## config.mk

```make
export PLATFORM = sky130hd
export DESIGN_NAME = multicycle_ctrl
export DESIGN_NICKNAME = d
export VERILOG_FILES = /design/src/rtl/rv_ctrl_pkg.sv /design/src/rtl/mem_wait_timer.sv /design/src/rtl/multicycle_ctrl.sv
export SDC_FILE = /design/constraint.sdc
export NUM_CORES = 1
export LEC_CHECK = 0
export CELL_PAD_IN_SITES_DETAIL_PLACEMENT = 0
export CELL_PAD_IN_SITES_GLOBAL_PLACEMENT = 2
export CORE_ASPECT_RATIO = 0.75
export CORE_MARGIN = 1.5
export CORE_UTILIZATION = 27
export DETAILED_ROUTE_END_ITERATION = 12
export PLACE_DENSITY_LB_ADDON = 0.2
export SYNTH_ARGS = -nofsm -noshare
export SYNTH_HDL_FRONTEND = slang
export SYNTH_SLANG_ARGS = --single-unit
```

## constraint.sdc

```tcl
create_clock -name clk -period 2 [get_ports clk]
set_input_delay 0.4 -clock clk [delete_from_list [all_inputs] [get_ports clk]]
set_output_delay 0.4 -clock clk [all_outputs]
set_load 0.005 [all_outputs]
```

## src/rtl/rv_ctrl_pkg.sv

```systemverilog
// Shared encodings for the multi-cycle RV32I-subset controller.
package rv_ctrl_pkg;

  // Major opcodes of the supported subset (IR[6:0])
  localparam logic [6:0] OP_R   = 7'b0110011;
  localparam logic [6:0] OP_I   = 7'b0010011;
  localparam logic [6:0] OP_LW  = 7'b0000011;
  localparam logic [6:0] OP_SW  = 7'b0100011;
  localparam logic [6:0] OP_BEQ = 7'b1100011;

  // ALU operation select
  localparam logic [1:0] ALU_OP_ADD   = 2'b00;
  localparam logic [1:0] ALU_OP_SUB   = 2'b01;
  localparam logic [1:0] ALU_OP_FUNCT = 2'b10;

  // ALU operand A select
  localparam logic [1:0] SRC_A_PC     = 2'b00;
  localparam logic [1:0] SRC_A_OLD_PC = 2'b01;
  localparam logic [1:0] SRC_A_RS1    = 2'b10;

  // ALU operand B select
  localparam logic [1:0] SRC_B_RS2  = 2'b00;
  localparam logic [1:0] SRC_B_IMM  = 2'b01;
  localparam logic [1:0] SRC_B_FOUR = 2'b10;

  typedef enum logic [3:0] {
    IDLE   = 4'd0,
    FETCH  = 4'd1,
    DECODE = 4'd2,
    EXEC   = 4'd3,
    ALUWB  = 4'd4,
    MEMADR = 4'd5,
    MEMRD  = 4'd6,
    MEMWB  = 4'd7,
    MEMWR  = 4'd8,
    BRANCH = 4'd9,
    TRAP   = 4'd10
  } state_e;

endpackage

```

## src/rtl/mem_wait_timer.sv

```systemverilog
// Counts memory wait cycles and flags a timeout on the last allowed wait cycle.
module mem_wait_timer #(
  parameter int unsigned TIMEOUT = 16
) (
  input  logic clk,
  input  logic rst_n,
  input  logic clr,
  input  logic busy,
  input  logic ready,
  output logic expired
);

  // Count never exceeds TIMEOUT-1: expiry moves the FSM out of the waiting state.
  localparam int unsigned CntW = (TIMEOUT > 1) ? $clog2(TIMEOUT) : 1;
  localparam logic [CntW-1:0] Last = CntW'(TIMEOUT - 1);

  logic [CntW-1:0] cnt_q;

  // Wait counter: cleared on entry or handshake, advances while request is stalled
  always_ff @(posedge clk or negedge rst_n) begin
    if (!rst_n) begin
      cnt_q <= '0;
    end else if (clr || ready) begin
      cnt_q <= '0;
    end else if (busy) begin
      cnt_q <= cnt_q + CntW'(1);
    end
  end

  // A same-cycle ready always beats the timeout
  assign expired = busy && !ready && (cnt_q == Last);

endmodule

```

## src/rtl/multicycle_ctrl.sv

```systemverilog
// Moore-style multi-cycle sequencer for R/I-type, LW, SW and BEQ.
module multicycle_ctrl
  import rv_ctrl_pkg::*;
#(
  parameter int unsigned CNT_W   = 32,
  parameter int unsigned TIMEOUT = 16
) (
  input  logic             clk,
  input  logic             rst_n,
  input  logic [6:0]       opcode,
  input  logic             zero,
  input  logic             mem_ready,
  output logic             mem_req,
  output logic             mem_we,
  output logic             iord,
  output logic             ir_write,
  output logic             pc_write,
  output logic             pc_src,
  output logic [1:0]       alu_src_a,
  output logic [1:0]       alu_src_b,
  output logic [1:0]       alu_op,
  output logic             reg_write,
  output logic             mem_to_reg,
  output logic             illegal,
  output logic             bus_err,
  output logic [CNT_W-1:0] instret,
  output logic [3:0]       state_o
);

  state_e            state_q, state_d;
  logic [CNT_W-1:0]  instret_q;
  logic              illegal_q, bus_err_q;
  logic              retire, set_illegal, set_bus_err;
  logic              timer_clr, expired;

  // Timer restarts whenever a request-issuing state is freshly entered
  assign timer_clr = (state_d != state_q) && (state_d inside {FETCH, MEMRD, MEMWR});

  mem_wait_timer #(
    .TIMEOUT (TIMEOUT)
  ) u_timer (
    .clk     (clk),
    .rst_n   (rst_n),
    .clr     (timer_clr),
    .busy    (mem_req),
    .ready   (mem_ready),
    .expired (expired)
  );

  // State, retire counter and sticky trap flags
  always_ff @(posedge clk or negedge rst_n) begin
    if (!rst_n) begin
      state_q   <= IDLE;
      instret_q <= '0;
      illegal_q <= 1'b0;
      bus_err_q <= 1'b0;
    end else begin
      state_q <= state_d;
      if (retire)      instret_q <= instret_q + CNT_W'(1);
      if (set_illegal) illegal_q <= 1'b1;
      if (set_bus_err) bus_err_q <= 1'b1;
    end
  end

  // Next-state selection, retire strobe and trap causes
  always_comb begin
    state_d     = state_q;
    retire      = 1'b0;
    set_illegal = 1'b0;
    set_bus_err = 1'b0;
    unique case (state_q)
      IDLE:   state_d = FETCH;
      FETCH: begin
        if (mem_ready) begin
          state_d = DECODE;
        end else if (expired) begin
          state_d     = TRAP;
          set_bus_err = 1'b1;
        end
      end
      DECODE: begin
        case (opcode)
          OP_R, OP_I:   state_d = EXEC;
          OP_LW, OP_SW: state_d = MEMADR;
          OP_BEQ:       state_d = BRANCH;
          default: begin
            state_d     = TRAP;
            set_illegal = 1'b1;
          end
        endcase
      end
      EXEC:   state_d = ALUWB;
      ALUWB: begin
        retire  = 1'b1;
        state_d = FETCH;
      end
      MEMADR: state_d = (opcode == OP_LW) ? MEMRD : MEMWR;
      MEMRD: begin
        if (mem_ready) begin
          state_d = MEMWB;
        end else if (expired) begin
          state_d     = TRAP;
          set_bus_err = 1'b1;
        end
      end
      MEMWB: begin
        retire  = 1'b1;
        state_d = FETCH;
      end
      MEMWR: begin
        if (mem_ready) begin
          retire  = 1'b1;
          state_d = FETCH;
        end else if (expired) begin
          state_d     = TRAP;
          set_bus_err = 1'b1;
        end
      end
      BRANCH: begin
        retire  = 1'b1;
        state_d = FETCH;
      end
      TRAP:    state_d = TRAP;
      default: state_d = IDLE;
    endcase
  end

  // Datapath control decode from current state
  always_comb begin
    mem_req    = 1'b0;
    mem_we     = 1'b0;
    iord       = 1'b0;
    ir_write   = 1'b0;
    pc_write   = 1'b0;
    pc_src     = 1'b0;
    alu_src_a  = SRC_A_PC;
    alu_src_b  = SRC_B_RS2;
    alu_op     = ALU_OP_ADD;
    reg_write  = 1'b0;
    mem_to_reg = 1'b0;
    unique case (state_q)
      FETCH: begin
        mem_req   = 1'b1;
        alu_src_b = SRC_B_FOUR;
        ir_write  = mem_ready;
        pc_write  = mem_ready;
      end
      DECODE: begin
        // Precompute branch target into ALUOut
        alu_src_a = SRC_A_OLD_PC;
        alu_src_b = SRC_B_IMM;
      end
      EXEC: begin
        alu_src_a = SRC_A_RS1;
        alu_src_b = (opcode == OP_I) ? SRC_B_IMM : SRC_B_RS2;
        alu_op    = ALU_OP_FUNCT;
      end
      ALUWB:  reg_write = 1'b1;
      MEMADR: begin
        alu_src_a = SRC_A_RS1;
        alu_src_b = SRC_B_IMM;
      end
      MEMRD: begin
        mem_req = 1'b1;
        iord    = 1'b1;
      end
      MEMWB: begin
        reg_write  = 1'b1;
        mem_to_reg = 1'b1;
      end
      MEMWR: begin
        mem_req = 1'b1;
        iord    = 1'b1;
        mem_we  = 1'b1;
      end
      BRANCH: begin
        alu_src_a = SRC_A_RS1;
        alu_src_b = SRC_B_RS2;
        alu_op    = ALU_OP_SUB;
        pc_src    = 1'b1;
        pc_write  = zero;
      end
      default: ;
    endcase
  end

  assign illegal = illegal_q;
  assign bus_err = bus_err_q;
  assign instret = instret_q;
  assign state_o = state_q;

endmodule

```

After elaboration in Yosys (flattened, before gate mapping). Index checks and enable logic that the tools add are counted.

Logic and storage cells: 73. Register bits after elaboration: 42. Input bits: 11.

Mux-type cells: 28. $add $sub $neg: 2. Equal/unequal tests: 20. Reductions and logical operators: 18.

Operator list (count): 32-bit by 1-bit adder with 32-bit output (second input constant) (1); 4-bit case mux with 8 select lines (1); 4-bit two-way mux (7); 4-bit by 3-bit == test with 1-bit output (second input constant) (5); 4-bit == test (second input constant) (5); 7-bit by 6-bit == test with 1-bit output (second input constant) (2); 1-bit two-way mux (14); 4-bit case mux with 3 select lines (1); 2-bit OR reduction (5); 3-bit OR reduction (3); 4-bit by 1-bit == test with 1-bit output (second input constant) (2); 4-bit by 2-bit == test with 1-bit output (second input constant) (2); 2-bit case mux with 2 select lines (2); 7-bit by 2-bit == test with 1-bit output (second input constant) (1); 7-bit by 5-bit == test with 1-bit output (second input constant) (1); 7-bit == test (second input constant) (1); 2-bit case mux with 3 select lines (1); 5-bit OR reduction (1); 4-bit by 1-bit adder with 4-bit output (second input constant) (1); 4-bit zero test (1); 4-bit inequality test (1); 1-bit case mux with 2 select lines (2); 4-bit OR reduction (1); 1-bit logical AND (3); other kinds (4) (4).

Depth between registers and ports, before layout. Gate-level depths: netlist of run 1.

Word-level depth: 13. Gate-level depth with buffers: 8.

Cells and area by module. A second synthesis of run 1 with hierarchy kept.

Cells, all modules: 240. Area, all modules: 2379.8 um^2.

By module, submodules not included: multicycle_ctrl (instances 1, cells an instance 219, area each 2139.6 um^2); mem_wait_timer (instances 1, cells an instance 21, area each 240.2 um^2).

Worst setup path after synthesis of run 1. Ideal clock, no wire load.

Kind: register to register. Start: register state_q[1] (netlist: state_o[1]). End: register instret_q[31] (netlist: instret[31]). Slack: -0.101 ns. Stages on the path, launching flop included: 8. Required time: 1.877 ns. Clock period less this slack: 2.101 ns. Arrival time: 1.977 ns. Path through: dfrtp_1 buf_6 and4bb_4 nor4_1 or3_1 buf_2 or4_4 xnor2_2.

Longest elaborated chain between the ends: 3. Elaborated cells between the ends (all ways): 6.

RTL lines: from (decl) (RTL line multicycle_ctrl.sv:30) `state_e state_q, state_d;`; from (signal assigned) (RTL line multicycle_ctrl.sv:58) `state_q <= state_d;`; 4-bit by 3-bit == test with 1-bit output / 4-bit == test (equally long branches) (RTL line multicycle_ctrl.sv:71) `unique case (state_q)`; 3-bit OR reduction (no source line); 1-bit case mux with 2 select lines (*) (RTL line multicycle_ctrl.sv:71); to (signal assigned) (RTL line multicycle_ctrl.sv:59) `if (retire) instret_q <= instret_q + CNT_W'(1);`; to (decl) (RTL line multicycle_ctrl.sv:31) `logic [CNT_W-1:0] instret_q;`.

Every way passes the cells marked *; elsewhere a longest branch is shown, timed or not. A chain may end at the register's enable or synchronous reset.

Worst setup path after layout of run 1. Ends and elaborated chain as after synthesis.

==> results.py, run 1 <==
metrics = {
    "run_status": {
        "status": "complete, but fails checks",
        "failed_checks": "negative setup slack",
    },
    "setup_path": {
        "critical_path_class": "reg -> reg",
        "crit_path_start_kind": "flip-flop",
        "timing.critical_path.to_type": "flip-flop",
        "cp_data_arrival_time_ns": 2.31,
        "cp_slowest_cell": "sky130_fd_sc_hd__dfrtp_2",
        "startpoint": "state_o[1]",
        "path_depth": 6,
        "critical_path.cell_chain": "buf_4 > nor4b_4 > nor4_4 > or3_4 > or4_4 > xnor2_2",
        "r2r-start": "state_o[1]",
        "slowest_cell_delay_on_critical_path_ns": 0.47,
        "critical_path_peak_fanout": 6,
        "cp_top_family": "simple AND/OR/NAND/NOR gates",
        "cell_depth_of_the_worst_flop_to_flop_path": 6,
        "critical_path_required_ns": 2.17,
        "critPathBufInv": 1,
    },
    "global_routing": {
        "grt_antenna_before_repair": 0,
        "grt_pass1_wl_um": 11500,
        "vias_in_the_first_global_route": 2237,
        "globalRouteOverflowTotal": 0,
        "globalRouteTotalUtil": 0.152,
        "largest_net_degree_at_the_start_of_global_routing": 43,
    },
    "placement": {
        "area_of_placed_instances_um2": 3540,
        "detailedPlace.worstSlack_ns": -0.481,
        "final_hpwl_from_detailed_placement_um": 4780,
        "finalWeightedCongestion": 0.820,
        "placement.io_buffers": 62,
    },
    "min_path": {
        "worstHoldPathType": "in -> async",
    },
    "detailed_routing": {
        "route.detailed.wl_per_inst_um": 14.6,
        "dr_iter_0_viols": 92,
        "routed_wl_um": 6990,
        "detail_route.first_pass.iterations": 4,
        "route.detailed.vias_per_inst": 4.72,
        "dr_total_vias": 2260,
        "antenna_violating_nets_post_route": 0,
        "drt_drc_violations_left": 0,
    },
    "power_and_ir_drop": {
        "switching_fraction_of_total_power": 0.342,
        "share_comb_of_total_power": 0.594,
        "power.sequential.fraction": 0.231,
        "cellInternalPower_w": 0.00298,
        "switching_power_w": 0.00155,
        "power_density_over_the_cells_nw_per_um2": 1070,
        "ir_drop_mv": 0.503,
        "power.share.clock": 0.175,
        "leakage_nw": 1.98,
    },
    "sta": {
        "setup_viol_count_final": 10,
        "finClkSkew_ns": 0.00659,
        "fin_crit_ns": 2.15,
        "final-hold-violation-count": 0,
        "final-max-slew-violation-count": 0,
        "grt_setup_unrepaired": "true",
        "min_period_over_period": 1.07,
        "final.setup.worst_slack_ns": -0.145,
        "maxClockFrequency_mhz": 466,
        "slew_headroom": 0.733,
        "hold_ws_ns": 0.0824,
        "setup-tns-final_ns": -0.519,
        "worst_pin_slew_ns": 0.400,
    },
    "synth": {
        "syn_nets": 244,
        "synth_area_per_cell_um2": 10.4,
        "yosysSeqAreaShare": 0.439,
        "netlist-cell-type-count": 52,
        "synth.top_cells.by_count": "sky130_fd_sc_hd__dfrtp_1, sky130_fd_sc_hd__xnor2_1, sky130_fd_sc_hd__xor2_1, sky130_fd_sc_hd__nand2_1, sky130_fd_sc_hd__nor2_1",
        "synth_enable_flop_cells": 0,
        "postSynth.topFlopCell": "sky130_fd_sc_hd__dfrtp_1",
        "synth_top_cells_by_area": "sky130_fd_sc_hd__dfrtp_1, sky130_fd_sc_hd__xnor2_1, sky130_fd_sc_hd__xor2_1",
        "yosys_reg_bits": 42,
        "synth_async_sr_flop_share": 1.00,
        "top_cell_type_s_share_of_synthesized_area": 0.439,
        "top_cell_type_by_total_area_after_synthesis": "sky130_fd_sc_hd__dfrtp_1",
        "synth.most_common_cell": "sky130_fd_sc_hd__dfrtp_1",
        "yosys_warnings": 0,
        "netlist_instances": 231,
        "syn_area_um2": 2390,
    },
    "floorplanning": {
        "row_count": 29,
        "floorplan_die_height_um": 84.6,
        "area_of_the_placeable_core_um2": 8530,
        "die_w_um": 112,
        "floorplan.initialDensity": 0.281,
        "fp.dieArea_um2": 9450,
        "ioPinCount": 63,
    },
    "clocking": {
        "cts_tree": "yes",
        "cts-root-buf": "sky130_fd_sc_hd__clkbuf_16",
        "clock_sinks": 42,
        "cts.reportedPaths.clkPinSlew_ns": 0.06,
        "clk_latency_ns": 0.28,
        "maximum_buffer_depth_of_the_clock_tree": 2,
        "number_of_levels_the_h_tree_was_split_into": 2,
        "tritoncts.num_buffers": 5,
    },
    "cells_and_area": {
        "areaGrowthSynthToFinish_pct": 77.7,
        "num_antenna_cells": 0,
        "finalNetCount": 383,
        "fillCellCount": 773,
        "ratio_of_cells_with_drive_above_1_in_the_final_layout": 0.442,
        "multi_input_comb_area_um2": 1580,
        "design_area_um2": 4260,
        "area.sequential_um2": 1050,
    },
    "job": {
        "cap_viol_max_count": 0,
    },
}
cells by family after synthesis:
logic type / Yosys count / synth area share
buffers and inverters: 21 / 0.0486
adder cells (fa/ha/maj): 2 / 0.0104
flip-flops: 42 / 0.439
multiplexers: 3 / 0.0131
XOR/XNOR: 35 / 0.131
AO/OA/AOI/OAI: 26 / 0.0831
AND/OR/NAND/NOR: 102 / 0.275
worst reg2reg max path, delay by kind of cell, from the launching register on:
family,cells,cell delay [ns]
and+or+nand+nor,4,1.25
DFF,1,0.47
buffers and inverters,1,0.17
xor gates and xnor gates,1,0.14
state kept, by name (all words and copies together), names as in the netlist:
signal	flops
bus_err	1
u_timer.cnt_q	4
instret	32
state_o	4
illegal	1
layer usage:
layer  global-route usage  wire length [µm]  vias up
met4               0.0380                57        0
met5                    0                 0        -
met1                0.230              3580     1096
li1                     -                 -     1107
met2                0.221              3110       51
met3               0.0310               249        6
stage by stage:
stage                     power, W  cells   util
after floorplan            0.00193    231      -
final                      0.00453    479  0.499
after detailed placement   0.00299    447  0.415
after CTS                  0.00432    473  0.473
after global routing       0.00481    479  0.499
after global placement     0.00299    447  0.415
cell usage in the layout, fill, tap and decap left out, types with 5 or more instances in the layout:
cell type,Yosys,layout
sky130_fd_sc_hd__nor2b_1,7,6
sky130_fd_sc_hd__nor2_2,5,5
sky130_fd_sc_hd__nand4_1,7,7
sky130_fd_sc_hd__buf_6,3,20
sky130_fd_sc_hd__nand2_1,13,12
sky130_fd_sc_hd__nor3_4,0,5
sky130_fd_sc_hd__clkbuf_16,0,5
sky130_fd_sc_hd__clkdlybuf4s50_1,0,44
sky130_fd_sc_hd__buf_4,2,61
sky130_fd_sc_hd__nand3_1,8,6
sky130_fd_sc_hd__xor2_1,14,14
sky130_fd_sc_hd__clkbuf_2,0,5
sky130_fd_sc_hd__nor2_4,0,8
sky130_fd_sc_hd__inv_1,8,8
sky130_fd_sc_hd__dfrtp_1,42,41
sky130_fd_sc_hd__buf_2,6,6
sky130_fd_sc_hd__nor2_1,13,5
sky130_fd_sc_hd__xnor2_1,20,18
power groups by stage:
stage | clock network (W) | logic [W] | registers (W)
6_report | 0.000792 | 0.00269 | 0.00105
5_1_grt | 0.000861 | 0.00288 | 0.00106
4_1_cts | 0.000824 | 0.00246 | 0.00104
3_5_place_dp | 0 | 0.00194 | 0.00104
3_3_place_gp | 0 | 0.00194 | 0.00105
2_1_floorplan | 0 | 0.000878 | 0.00105
area by class of cell:
class | count | area share
tap | 108 | 0.0317
multi-input combinational | 168 | 0.370
timing repair buffer | 145 | 0.310
inverter | 8 | 0.00705
clock inverter | 2 | 0.00323
clock buffer | 6 | 0.0303
sequential | 42 | 0.247
path summary, 6_finish.rpt:
| check | end | slack [ns] |
|---|---|---|
| worst max register to register | instret[31] | -0.15 |
| min in group clk | illegal | 0.46 |
| max in group asynchronous | state_o[1] | 1.70 |
| worst max-delay path | instret[31] | -0.15 |
| worst min register to register | illegal | 0.46 |
| worst min-delay path | bus_err | 0.08 |
what timing repair did:
| item | CTS | global route |
|---|---|---|
| setup buffers | 19 | 8 |
| hold buffers | 0 | 0 |
| gates cloned | 2 | 0 |
| setup endpoints to repair | 39 | 43 |
| resized for setup | 80 | 52 |
| pin swaps | 10 | 17 |
Power figures use the tool's default switching activity.
==> run 2, diff against run 1 <==
ABC_AREA = 1   (was default)
CORE_MARGIN = default   (was 1.5)
CORE_UTILIZATION = 26   (was 27)
CTS_BUF_LIST = sky130_fd_sc_hd__clkbuf_8   (was default)
==> run 2 against run 1 <==
The run still ends with negative setup slack left. Final cell count increased by 35%. Flip-flop and latch count unchanged. Worst hold slack improved by 0.080 ns. Wire length increased by 22%. Largest cell class unchanged. Global-route usage increased by 0.82 points. Critical endpoint is now u_timer.cnt_q[2]. Sequential share of layout area decreased by 1.0 points. Die area increased by 16%. Largest power group unchanged. Non-clock buffer count decreased by 6. Highest routed layer unchanged. Fmax increased by 2.9%. Synthesized cell count increased by 59%. First-iteration DRC count increased by 8.7%.
==> results.py, run 2 <==
metrics = {
    "run_status": {
        "status": "complete, but fails checks",
        "failed_checks": "negative setup slack",
    },
    "setup_path": {
        "worstReg2RegEnd": "u_timer.cnt_q[2]",
        "critical_path_required_ns": 2.20,
        "crit_path_start_kind": "flip-flop",
        "cp_data_arrival_time_ns": 2.29,
        "setup.reg_to_reg.worst_slack_ns": -0.09,
        "r2r-start": "state_o[0]",
        "critical_path_peak_fanout": 4,
        "timing.critical_path.to_type": "flip-flop",
        "cell_depth_of_the_worst_flop_to_flop_path": 15,
        "critical_path_class": "reg -> reg",
    },
    "power_and_ir_drop": {
        "power.share.clock": 0.146,
        "switching_fraction_of_total_power": 0.390,
        "ir_drop_mv": 0.349,
        "power_density_over_the_cells_nw_per_um2": 1030,
        "leakage_nw": 2.24,
        "finalPower_w": 0.00458,
        "switching_power_w": 0.00179,
        "power.sequential.fraction": 0.246,
        "share_comb_of_total_power": 0.609,
        "cellInternalPower_w": 0.00279,
    },
    "global_routing": {
        "grt_pass1_wl_um": 13600,
        "vias_in_the_first_global_route": 2603,
        "largest_net_degree_at_the_start_of_global_routing": 43,
        "global_route.usage.met2": 0.198,
        "grt_antenna_before_repair": 0,
        "globalRouteOverflowTotal": 0,
        "globalRouteTotalUtil": 0.160,
        "globalRoute.busiestLayer": "met1",
        "gr_layer_usage_met1": 0.271,
        "use_met3": 0.0322,
    },
    "detailed_routing": {
        "route.detailed.vias_per_inst": 4.38,
        "detail_route.first_pass.iterations": 4,
        "routed_wl_um": 8520,
        "route.detailed.wl_per_inst_um": 13.2,
        "antenna_violating_nets_post_route": 0,
        "dr_total_vias": 2831,
        "dr_iter_0_viols": 100,
        "drt_drc_violations_left": 0,
    },
    "sta": {
        "grt_setup_unrepaired": "true",
        "min_period_over_period": 1.04,
        "slew_headroom": 0.635,
        "final-max-slew-violation-count": 0,
        "setup-tns-final_ns": -0.974,
        "maxClockFrequency_mhz": 480,
        "finClkSkew_ns": 0.00618,
        "setup_viol_count_final": 25,
        "final-hold-violation-count": 0,
        "final.setup.worst_slack_ns": -0.0854,
        "worst_pin_slew_ns": 0.547,
        "fin_crit_ns": 2.09,
        "hold_ws_ns": 0.163,
    },
    "synth": {
        "post_synth_and_or_nand_nor_area_fraction": 0.361,
        "synth_enable_flop_cells": 0,
        "yosys_reg_bits": 42,
        "post_synth_mux_area_share": 0.00366,
        "syn_nets": 381,
        "synth_top_cells_by_area": "sky130_fd_sc_hd__dfrtp_1, sky130_fd_sc_hd__nand2_1, sky130_fd_sc_hd__xor2_1",
        "yosys.area_share.adder": 0.00916,
        "synth.top_cells.by_count": "sky130_fd_sc_hd__nand2_1, sky130_fd_sc_hd__inv_1, sky130_fd_sc_hd__nor2_1, sky130_fd_sc_hd__dfrtp_1, sky130_fd_sc_hd__xor2_1",
        "yosys_warnings": 0,
        "netlist_instances": 368,
        "yosysSeqAreaShare": 0.385,
        "synthesized_area_fraction_occupied_by_ao_oa_aoi_and_oai_cells": 0.0591,
        "synth_async_sr_flop_share": 1.00,
        "synth_area_per_cell_um2": 7.43,
        "netlist-cell-type-count": 35,
        "syn_area_um2": 2730,
        "largest_family_of_logic_cells_by_synthesized_area": "simple AND/OR/NAND/NOR gates",
        "top_cell_type_s_share_of_synthesized_area": 0.385,
        "synth.most_common_cell": "sky130_fd_sc_hd__nand2_1",
        "postSynth.topFlopCell": "sky130_fd_sc_hd__dfrtp_1",
        "top_cell_type_by_total_area_after_synthesis": "sky130_fd_sc_hd__dfrtp_1",
        "post_synth_xor_area_fraction": 0.0994,
    },
    "clocking": {
        "cts.reportedPaths.clkPinSlew_ns": 0.08,
        "tritoncts.num_buffers": 5,
        "maximum_buffer_depth_of_the_clock_tree": 2,
        "cts-root-buf": "sky130_fd_sc_hd__clkbuf_8",
        "cts_tree": "yes",
        "number_of_levels_the_h_tree_was_split_into": 2,
        "clk_latency_ns": 0.30,
        "cts_hold_buf": 0,
        "clock_sinks": 42,
    },
    "cells_and_area": {
        "most_common_cell_after_layout_fill_and_taps_aside": "sky130_fd_sc_hd__nand2_1",
        "largest_register_ff_count": 32,
        "finalNetCount": 523,
        "areaGrowthSynthToFinish_pct": 63.0,
        "utilization": 0.435,
        "num_antenna_cells": 0,
        "fillCellCount": 1102,
        "ratio_of_cells_with_drive_above_1_in_the_final_layout": 0.307,
        "most_used_cells_in_the_layout_excluding_fill_and_tap_cells": "sky130_fd_sc_hd__nand2_1, sky130_fd_sc_hd__buf_4, sky130_fd_sc_hd__inv_1, sky130_fd_sc_hd__clkdlybuf4s50_1, sky130_fd_sc_hd__dfrtp_1",
    },
    "min_path": {
        "worstHoldPathType": "in -> async",
    },
    "floorplanning": {
        "floorplan.initialDensity": 0.267,
        "fp.dieArea_um2": 10900,
        "area_of_the_placeable_core_um2": 10200,
        "row_count": 32,
        "floorplan_die_height_um": 90.8,
        "die_w_um": 120,
        "ioPinCount": 63,
    },
    "placement": {
        "finalWeightedCongestion": 0.788,
        "final_hpwl_from_detailed_placement_um": 6420,
        "placement.io_buffers": 62,
        "detailedPlace.worstSlack_ns": -0.368,
    },
    "job": {
        "cap_viol_max_count": 0,
    },
}
## run 2: changes by cell type after synthesis, sizes merged, moves of 10 or more
cell	before	now
nor2	18	56
nand2	13	92
xnor2	21	7
xor2	14	24
inv	8	55
o21ai	4	14
nand3	8	23
## run 2: metal layers
layer / share of wire / up-vias / wire, µm
met2: 0.37 / 51 / 3130
met3: 0.036 / 7 / 310
li1: - / 1461 / -
met4: 0.0067 / 0 / 57
met1: 0.59 / 1312 / 5020
met5: 0 / - / 0
## run 2: cell type report
class	instances	area, µm²	share of cell area
Clock buffer	5	68.8	0.0154
Clock inverter	3	37.5	0.00843
Inverter	55	211	0.0475
Multi-Input combinational cell	267	1650	0.371
Sequential cell	42	1060	0.237
Tap cell	136	170	0.0382
Timing Repair Buffer	139	1260	0.282
## run 2: critical path, cell delays in order (launching register included)
cell	delay [ns]
sky130_fd_sc_hd__dfrtp_2	0.46
sky130_fd_sc_hd__buf_12	0.14
sky130_fd_sc_hd__buf_12	0.11
sky130_fd_sc_hd__nor2_4	0.13
sky130_fd_sc_hd__nand2_4	0.10
sky130_fd_sc_hd__buf_6	0.13
sky130_fd_sc_hd__o211ai_1	0.26
sky130_fd_sc_hd__nand2_1	0.13
sky130_fd_sc_hd__nand2_2	0.12
sky130_fd_sc_hd__nand2_2	0.05
sky130_fd_sc_hd__nand2_1	0.05
sky130_fd_sc_hd__nor2_1	0.04
sky130_fd_sc_hd__nand2_1	0.06
sky130_fd_sc_hd__nand2_2	0.06
sky130_fd_sc_hd__nand2_4	0.09
sky130_fd_sc_hd__nor2_2	0.04
## run 2: cell families after synthesis
kind of cell    after synthesis
compound gates               25
xor+xnor                     31
fa+ha+maj                     2
buf+inv                      59
flops                        42
mux                           1
simple gates                208
## run 2: worst max path at each step
stage                     startpoint               end  depth (start not counted)
after floorplan           state_o[1]       instret[21]                         10
after global placement     opcode[1]  u_timer.cnt_q[3]                         15
after detailed placement   opcode[1]  u_timer.cnt_q[3]                         15
after CTS                 state_o[0]          pc_write                          5
after global routing      state_o[0]  u_timer.cnt_q[2]                         14
final                     state_o[0]  u_timer.cnt_q[2]                         15
## run 2: per-stage QoR
stage	area (µm²)	std cells
2_1_floorplan	2730	368
3_3_place_gp	3840	607
3_5_place_dp	3840	607
4_1_cts	4150	631
5_1_grt	4450	647
6_report	4450	647
## run 2: timing repair
action / CTS / global route
endpoints found under the setup margin: 22 / 26
gates cloned: 0 / 1
pin swaps: 13 / 13
buffers inserted: 17 / 15
gates resized for setup: 41 / 59
## run 2: power by group through the flow
stage / Combinational (W) / Clock [W] / Sequential, W
global placement: 0.00202 / 0 / 0.00114
finish: 0.00279 / 0.000667 / 0.00112
global route: 0.00304 / 0.000731 / 0.00114
floorplan: 0.000964 / 0 / 0.00111
detailed placement: 0.00202 / 0 / 0.00113
CTS: 0.00237 / 0.000695 / 0.00112
